==> config.mk <==
export PLATFORM = sky130hd
export DESIGN_NAME = cordic_preproc_hs
export DESIGN_NICKNAME = d
export VERILOG_FILES = /design/src/rtl/cordic_preproc_hs.sv
export SDC_FILE = /design/constraint.sdc
export NUM_CORES = 1
export LEC_CHECK = 0
export ABC_CLOCK_PERIOD_IN_PS = 2500
export BUFFER_PORTS_ARGS = -buffer_cell sky130_fd_sc_hd__buf_2
export CAP_MARGIN = 20
export CORE_MARGIN = 5
export CORE_UTILIZATION = 40
export CTS_CLUSTER_DIAMETER = 40
export DETAILED_ROUTE_END_ITERATION = 8
export SETUP_SLACK_MARGIN = 0.15
export SYNTH_ARGS = -nofsm -noshare
export SYNTH_HDL_FRONTEND = slang
export SYNTH_SLANG_ARGS = --single-unit
==> constraint.sdc <==
create_clock -name clk -period 2.5 [get_ports clk]
set_input_delay 0.375 -clock clk [delete_from_list [all_inputs] [get_ports clk]]
set_output_delay 0.375 -clock clk [all_outputs]
set_load 0.1 [all_outputs]
==> src/rtl/cordic_preproc_hs.sv <==
// rtl/cordic_preproc_hs.sv - CORDIC coarse +/-90 degree pre-rotation with 2-entry skid handshake
module cordic_preproc_hs #(
    parameter int XY_W    = 16,
    parameter int XYI     = 19,
    parameter int ANGLE_W = 32,
    parameter int TAG_W   = 8
) (
    input  logic                 clk,
    input  logic                 rst_n,
    input  logic                 in_valid,
    output logic                 in_ready,
    input  logic                 mode_in,
    input  logic [XY_W-1:0]      x_in,
    input  logic [XY_W-1:0]      y_in,
    input  logic [ANGLE_W-1:0]   angle_in,
    input  logic [TAG_W-1:0]     tag_in,
    output logic                 out_valid,
    input  logic                 out_ready,
    output logic [XYI:0]         x0,
    output logic [XYI:0]         y0,
    output logic [ANGLE_W-1:0]   z0,
    output logic [1:0]           quad_o,
    output logic                 mode_o,
    output logic [TAG_W-1:0]     tag_o
);
    localparam int DW    = XYI + 1;
    localparam int Z_LO  = 2 * DW;
    localparam int Q_LO  = Z_LO + ANGLE_W;
    localparam int T_LO  = Q_LO + 2;
    localparam int M_POS = T_LO + TAG_W;
    localparam int PW    = M_POS + 1;
    localparam logic [ANGLE_W-1:0] HALF_PI = {2'b01, {(ANGLE_W-2){1'b0}}};

    generate
        if (XYI < XY_W) begin : g_bad_xyi
            $error("cordic_preproc_hs: XYI must be >= XY_W");
        end
        if (TAG_W < 1) begin : g_bad_tag
            $error("cordic_preproc_hs: TAG_W must be >= 1");
        end
    endgenerate

    typedef enum logic [1:0] {S_EMPTY, S_ONE, S_FULL} state_t;

    logic [DW-1:0]      w_x_ext, w_y_ext, w_x0, w_y0;
    logic [ANGLE_W-1:0] w_z;
    logic [1:0]         w_quad;
    logic [PW-1:0]      w_in_pl;
    logic               w_accept;

    state_t             r_state;
    logic               r_out_valid;
    logic               r_in_ready;
    logic [PW-1:0]      r_out_pl;
    logic [PW-1:0]      r_skid_pl;

    // Extend before negating so -(-2^(XY_W-1)) is representable.
    assign w_x_ext = {{(DW-XY_W){x_in[XY_W-1]}}, x_in};
    assign w_y_ext = {{(DW-XY_W){y_in[XY_W-1]}}, y_in};

    always_comb begin
        w_x0   = w_x_ext;
        w_y0   = w_y_ext;
        w_z    = angle_in;
        w_quad = 2'b00;
        if ((!mode_in && angle_in[ANGLE_W-1:ANGLE_W-2] == 2'b01) ||
            (mode_in && x_in[XY_W-1] && y_in[XY_W-1])) begin
            w_x0   = -w_y_ext;
            w_y0   = w_x_ext;
            w_z    = angle_in - HALF_PI;
            w_quad = 2'b01;
        end else if ((!mode_in && angle_in[ANGLE_W-1:ANGLE_W-2] == 2'b10) ||
                     (mode_in && x_in[XY_W-1] && !y_in[XY_W-1])) begin
            w_x0   = w_y_ext;
            w_y0   = -w_x_ext;
            w_z    = angle_in + HALF_PI;
            w_quad = 2'b10;
        end
    end

    assign w_in_pl  = {mode_in, tag_in, w_quad, w_z, w_y0, w_x0};
    assign w_accept = in_valid & r_in_ready;

    // in_ready is registered and only falls when the skid register fills.
    always_ff @(posedge clk) begin
        if (!rst_n) begin
            r_state     <= S_EMPTY;
            r_out_valid <= 1'b0;
            r_in_ready  <= 1'b0;
            r_out_pl    <= '0;
            r_skid_pl   <= '0;
        end else begin
            case (r_state)
                S_EMPTY: begin
                    r_in_ready <= 1'b1;
                    if (w_accept) begin
                        r_out_pl    <= w_in_pl;
                        r_out_valid <= 1'b1;
                        r_state     <= S_ONE;
                    end
                end
                S_ONE: begin
                    r_in_ready <= 1'b1;
                    if (w_accept && !out_ready) begin
                        r_skid_pl  <= w_in_pl;
                        r_in_ready <= 1'b0;
                        r_state    <= S_FULL;
                    end else if (w_accept) begin
                        r_out_pl <= w_in_pl;
                    end else if (out_ready) begin
                        r_out_valid <= 1'b0;
                        r_state     <= S_EMPTY;
                    end
                end
                S_FULL: begin
                    if (out_ready) begin
                        r_out_pl   <= r_skid_pl;
                        r_in_ready <= 1'b1;
                        r_state    <= S_ONE;
                    end
                end
                default: begin
                    r_out_valid <= 1'b0;
                    r_in_ready  <= 1'b1;
                    r_state     <= S_EMPTY;
                end
            endcase
        end
    end

    assign in_ready  = r_in_ready;
    assign out_valid = r_out_valid;
    assign x0        = r_out_pl[DW-1:0];
    assign y0        = r_out_pl[Z_LO-1:DW];
    assign z0        = r_out_pl[Q_LO-1:Z_LO];
    assign quad_o    = r_out_pl[T_LO-1:Q_LO];
    assign tag_o     = r_out_pl[M_POS-1:T_LO];
    assign mode_o    = r_out_pl[M_POS];
endmodule

=== Word level (Yosys, flattened, before mapping) ===
Index checks and enable logic that the tools add are counted.
W data, S select, Z words.

* $add $sub $neg: 4
* Equality and inequality tests: 11
* Muxes and demuxes: 26
* Bitwise operators: 2
* Reduce and logical (&&, ||, !) cells: 17

{| class="wikitable"
|+ Operator list
! cell !! count
|-
| $mux W83 || 3
|-
| $pmux W83 S3 || 1
|-
| $mux W20 || 4
|-
| $mux W32 || 2
|-
| $neg A20 Y20 || 2
|-
| $add A32 B31 Y32 const B || 1
|-
| $sub A32 B31 Y32 const B || 1
|-
| $mux W2 || 7
|-
| $ne A2 B2 Y1 const B || 5
|-
| $logic_and A1 B1 Y1 || 6
|-
| $mux W1 || 6
|-
| $ne A3 B3 Y1 const B || 2
|-
| $pmux W2 S3 || 1
|-
| $reduce_and A5 Y1 || 1
|-
| $eq A2 B1 Y1 const B || 2
|-
| $eq A2 B2 Y1 const B || 2
|-
| $reduce_and A4 Y1 || 1
|-
| $logic_not A1 Y1 || 3
|-
| $pmux W1 S3 || 1
|-
| $reduce_and A3 Y1 || 1
|-
| $reduce_bool A3 Y1 || 1
|-
| $logic_not A2 Y1 || 1
|-
| $logic_or A1 B1 Y1 || 2
|-
| $pmux W1 S2 || 1
|-
| 3 further kinds || 3
|}

* Bits in registers: 170
* Output and inout bits: 85
* Word-level logic and storage cells: 65

=== Longest topological paths before layout ===
* Word-level depth: 8
* Mapped depth: 9
* Gate-level depth less buffers: 7

=== Worst setup path after synthesis ===
Ideal clock, no wire load.

* Path kind: reg2reg
* From: reg r_in_ready, in the netlist in_ready
* To: reg r_out_pl[60]
* Arrival: 2523 ps
* Required time: 2409 ps
* Setup slack: -114 ps
* Cell stages (with the launch flop): 9
* Cell sequence: dfxtp_1 -> and3b_1 -> clkbuf_1 -> a21o_1 -> clkbuf_1 -> clkbuf_1 -> clkbuf_1 -> nor2_1 -> a311oi_1

* Longest elaborated chain between the ends: 4
* Elaborated cells on any way between the ends: 7

{| class="wikitable"
|+ RTL lines
! what !! RTL line !! text
|-
| from (decl) || 53 || <nowiki>logic r_in_ready;</nowiki>
|-
| from (signal assigned) || 89 || <nowiki>r_in_ready <= 1'b0;</nowiki>
|-
| from (signal assigned) || 95 || <nowiki>r_in_ready <= 1'b1;</nowiki>
|-
| from (signal assigned) || 103 || <nowiki>r_in_ready <= 1'b1;</nowiki>
|-
| $and A1 B1 Y1 (*) || 82 || <nowiki>assign w_accept = in_valid & r_in_ready;</nowiki>
|-
| $mux W83 / $logic_and A1 B1 Y1 (equally long branches) || - ||
|-
| $mux W83 / $ne A2 B2 Y1 (equally long branches) || - ||
|-
| $pmux W83 S3 / $reduce_and A3 Y1 (equally long branches) || - ||
|-
| to (signal assigned) || 97 || <nowiki>r_out_pl <= w_in_pl;</nowiki>
|-
| to (signal assigned) || 109 || <nowiki>r_out_pl <= w_in_pl;</nowiki>
|-
| to (signal assigned) || 117 || <nowiki>r_out_pl <= r_skid_pl;</nowiki>
|-
| to (decl) || 54 || <nowiki>logic [PW-1:0] r_out_pl;</nowiki>
|}

Every way passes the cells marked *; elsewhere a longest branch is shown, timed or not. The select of a mux whose other input is x is not followed.
A chain may end at the register's enable or synchronous reset.

=== Worst setup path in the final report ===
* From: in y_in[11]
* To: reg r_out_pl[16]

* Longest elaborated chain between the ends: 5

{| class="wikitable"
|+ RTL lines
! what !! RTL line !! text
|-
| from (decl) || 14 || <nowiki>input logic [XY_W-1:0] y_in,</nowiki>
|-
| $neg A20 Y20 (*) || 68 || <nowiki>w_x0 = -w_y_ext;</nowiki>
|-
| $mux W20 (*) || 66 || <nowiki>if ((!mode_in && angle_in[ANGLE_W-1:ANGLE_W-2] == 2'b01) ||</nowiki>
|-
| $mux W83 (*) || 96, 108 ||
|-
| $mux W83 || 104 || <nowiki>if (w_accept && !out_ready) begin</nowiki>
|-
| $pmux W83 S3 (*) || 93 || <nowiki>case (r_state)</nowiki>
|}

Marks and branches as above.

==> out/qor.txt <==
STA
------------------------------------------------------------------------------------
Slew margin rel.                                                               57.2%
Post-Route Skew                                                            0.0111 ns
Final worst-path cycle share                                                   82.9%
Measured slew at the worst slew-check pin                                   0.634 ns
Fin Setup TNS                                                                   0 ns
Count of endpoints failing hold in the final timing report                         0
Hold slack                                                                  0.191 ns
Final Critical Period                                                        2.07 ns
Max-slew violations                                                                0
RSZ-0062 raised after global routing                                           false
Peak clock frequency supported by timing                                     482 MHz
Total of endpoints with negative setup slack in the final report                   0

PWR
------------------------------------------------------------------------------------
Share of power burned in combinational logic                                   22.6%
Relative contribution of the clock network to total power                      37.2%
Switching part of the total                                                    34.9%
Sw power                                                                     2.51 mW
Power density relative to cell area                                      735 nW/um^2
Pleak                                                                        3.92 nW
Cell internal power dissipation                                              4.69 mW
Part of the total power dissipated in sequential elements                      40.2%
Max rail drop VDD                                                         0.000468 V

CELLS AND AREA
------------------------------------------------------------------------------------
Most frequent cells in the layout                                       nand2_1 (195), dfxtp_1 (169), buf_2 (161)
Syn-to-layout area delta                                                       24.2%
Commonest non-fill, non-tap cell in the layout                               nand2_1
Fraction of layout instances using a drive strength above 1                    23.1%
Nets@finish                                                                     1235

YOSYS
------------------------------------------------------------------------------------
Synth Instances                                                                 1007
#FFs+latches synth                                                               170
Number of enable flip-flop cells after synthesis                                   0
Post-synth cell types                                                             62
Fraction of synthesized cell area taken by the top area cell type              43.1%
Synth Cell Area                                                            7890 um^2
Top FF cell, synth                                                           dfxtp_1
Average cell area after synthesis                                          7.84 um^2
Warning count from the yosys run                                                   0
Synth async-reset ratio                                                           0%
Post-synthesis sequential area ratio                                           43.1%
Top post-synthesis cells by area                                        dfxtp_1 (43%), nand2_1 (9.3%), a21oi_1 (6.2%), a311oi_1 (4.6%), clkbuf_1 (4.1%)
Library cell with the largest summed area after synthesis                    dfxtp_1
Number of nets produced by synthesis                                            1088

GLOBAL ROUTE
------------------------------------------------------------------------------------
Number of antenna violations at the first check in global routing                  2
Largest net degree at the start of global routing                                 70
Global-route wire length before repair                                      40200 um
Total global routing overflow                                                      0
Total routing resource utilization after global routing                        22.3%
Number of global-route vias before repair                                       7276

WORST SETUP PATH
------------------------------------------------------------------------------------
Critical path's top delay family                                        simple AND/OR/NAND/NOR gates
Number of logic stages on the critical path including buffering                    7
Worst Path Required                                                          2.81 ns
Highest net fanout along the worst path                                            5
Count of buffering cells on the critical path with inverters included              2
Worst setup path category                                                     in2reg
Cell with the largest stage delay on the worst path                          o41ai_1
Slowest cell delay on critical path                                          0.56 ns
Kind of launch point of the worst setup path                               input pin
Critical Path End Type                                                          flop
Cells along the critical path                                           buf_2 > nor4_1 > nand2_1 > o41ai_1 > buf_4 > nand3_1 > a32o_1
Arrival time of data at the critical path endpoint                           2.39 ns
Cell count of the worst reg-to-reg path                                            5

CTS
------------------------------------------------------------------------------------
TritonCTS clock tree                                                           built
Setup Buffers After CTS                                                            0
Max Buffers Root-to-Sink                                                           2
Post-CTS Resized                                                                   0
Total clock buffers created by CTS                                                17
CTS root buffer                                                            clkbuf_16
H-Tree Depth                                                                       4
Hold-fix buffers at CTS                                                            0
Clk Latency, worst-skew pair                                                 0.43 ns
Clk sink count                                                                   170
Clock Pin Slew Worst Setup and Hold Paths                                    0.07 ns

WORST HOLD PATH
------------------------------------------------------------------------------------
Class of the tightest hold or removal check                                   in2reg
WHS Path Cells                                                                     3

PLACE
------------------------------------------------------------------------------------
HPWL after detailed placement                                               17700 um
Buffers on Ports                                                                 161
Placer's final routability congestion estimate                                 0.900

FLOORPLAN
------------------------------------------------------------------------------------
Die width                                                                     150 um
Core Region                                                               19500 um^2
Top-level port count                                                             162
Effective utilization at floorplan                                             40.5%
Die height                                                                    150 um
Count of standard-cell rows                                                       51
Die ar.                                                                   22600 um^2

OUTCOME
------------------------------------------------------------------------------------
Outcome                                                                 finished, final reports clean

DRT
------------------------------------------------------------------------------------
DRC violation total after the first TritonRoute iteration                        549
DR DRC count                                                                       0
DR pass1 iterations                                                                5
Total vias in the final route                                                   8016
Detailed-route wire length per cell                                          17.8 um
Number of vias per cell                                                         5.59
Count of nets left with antenna violations after detail routing                    0
Drt total wl                                                                25500 um

RUN
------------------------------------------------------------------------------------
Max-capacitance violation count                                                    0

-- cells in the mapped netlist, types with 8 or more instances --
cell type,n
nand3_1,32
nor2_1,87
clkbuf_1,87
or3_1,15
o211ai_1,12
nor3_1,18
a21oi_1,97
inv_1,9
a211oi_1,13
a21o_1,8
nand2_1,196
and3_1,8
a311oi_1,41
a31oi_1,9
dfxtp_1,170
o21a_1,9
o221ai_1,9
o2111ai_1,15
o22ai_1,14
nor2b_1,8
o21ai_0,38
-- sequential cells by signal, summed over array words and instances, names as in the netlist --
register and cells:
r_skid_pl 83, out_valid 1, in_ready 1, r_out_pl 83, r_state 2
-- power groups by stage --
stage	sequential, mW	clock (mW)	combinational [mW]
detailed placement	2.96	0	1.63
floorplan	3.69	0	0.468
global placement	2.95	0	1.63
finish	2.89	2.68	1.63
CTS	2.90	2.75	1.63
global route	2.91	2.86	1.72
-- metrics by stage --
stage               util [%]  instance area, um^2  power [mW]  std cells  setup slack, ns
floorplan                  -                 7890        4.16       1007            0.225
global placement        47.3                 9210        4.58       1400           0.0626
detailed placement      47.3                 9210        4.58       1400           0.0554
CTS                     50.4                 9800        7.27       1432            0.432
global route            50.4                 9800        7.48       1433            0.261
finish                  50.4                 9800        7.21       1433            0.427
-- worst min-delay path, delay by kind of cell --
kind | cells | cell delay [ns]
AND/OR/NAND/NOR | 1 | 0.05
buffers and inverters | 1 | 0.10
AO/OA/AOI/OAI | 1 | 0.05
-- worst paths after layout --
check          startpoint       endpoint  slack (ns)
max              y_in[11]   r_out_pl[16]        0.43
min          angle_in[20]  r_skid_pl[60]        0.19
max reg2reg    r_state[1]   r_out_pl[68]        0.45
min reg2reg  r_out_pl[38]   r_out_pl[38]        0.45
-- routing by layer --
layer | track usage, % | wire (um) | vias to the layer above | part of all wire [%]
li1 | - | - | 3969 | -
met1 | 31.5 | 11900 | 3789 | 47
met2 | 34.7 | 11700 | 224 | 46
met3 | 4.09 | 1470 | 32 | 5.8
met4 | 6.68 | 478 | 2 | 1.9
met5 | 0 | 7 | - | 0.027
-- kinds of logic (layout without fill, tap and decap cells) --
| kind of cell | count (synthesis) | in the layout | share of synthesized area, % |
|---|---|---|---|
| buffers and inverters | 99 | 259 | 4.72 |
| flip-flops | 170 | 170 | 43.1 |
| adder cells (fa/ha/maj) | 4 | 4 | 0.634 |
| multiplexers | 5 | 5 | 0.666 |
| AO/OA/AOI/OAI | 318 | 318 | 27.5 |
| XOR/XNOR | 3 | 3 | 0.333 |
| AND/OR/NAND/NOR | 408 | 408 | 23.1 |
| other | 0 | 1 | 0 |
-- final cells by class --
| type | count | area (um^2) |
|---|---|---|
| Multi-Input combinational cell | 738 | 4150 |
| Fill cell | 1995 | 9660 |
| Inverter | 9 | 35.0 |
| Clock buffer | 18 | 429 |
| Tap cell | 265 | 332 |
| Antenna cell | 1 | 2.50 |
| Clock inverter | 14 | 164 |
| Timing Repair Buffer | 218 | 1280 |
| Sequential cell | 170 | 3400 |
(Power assumes the default switching activity.)
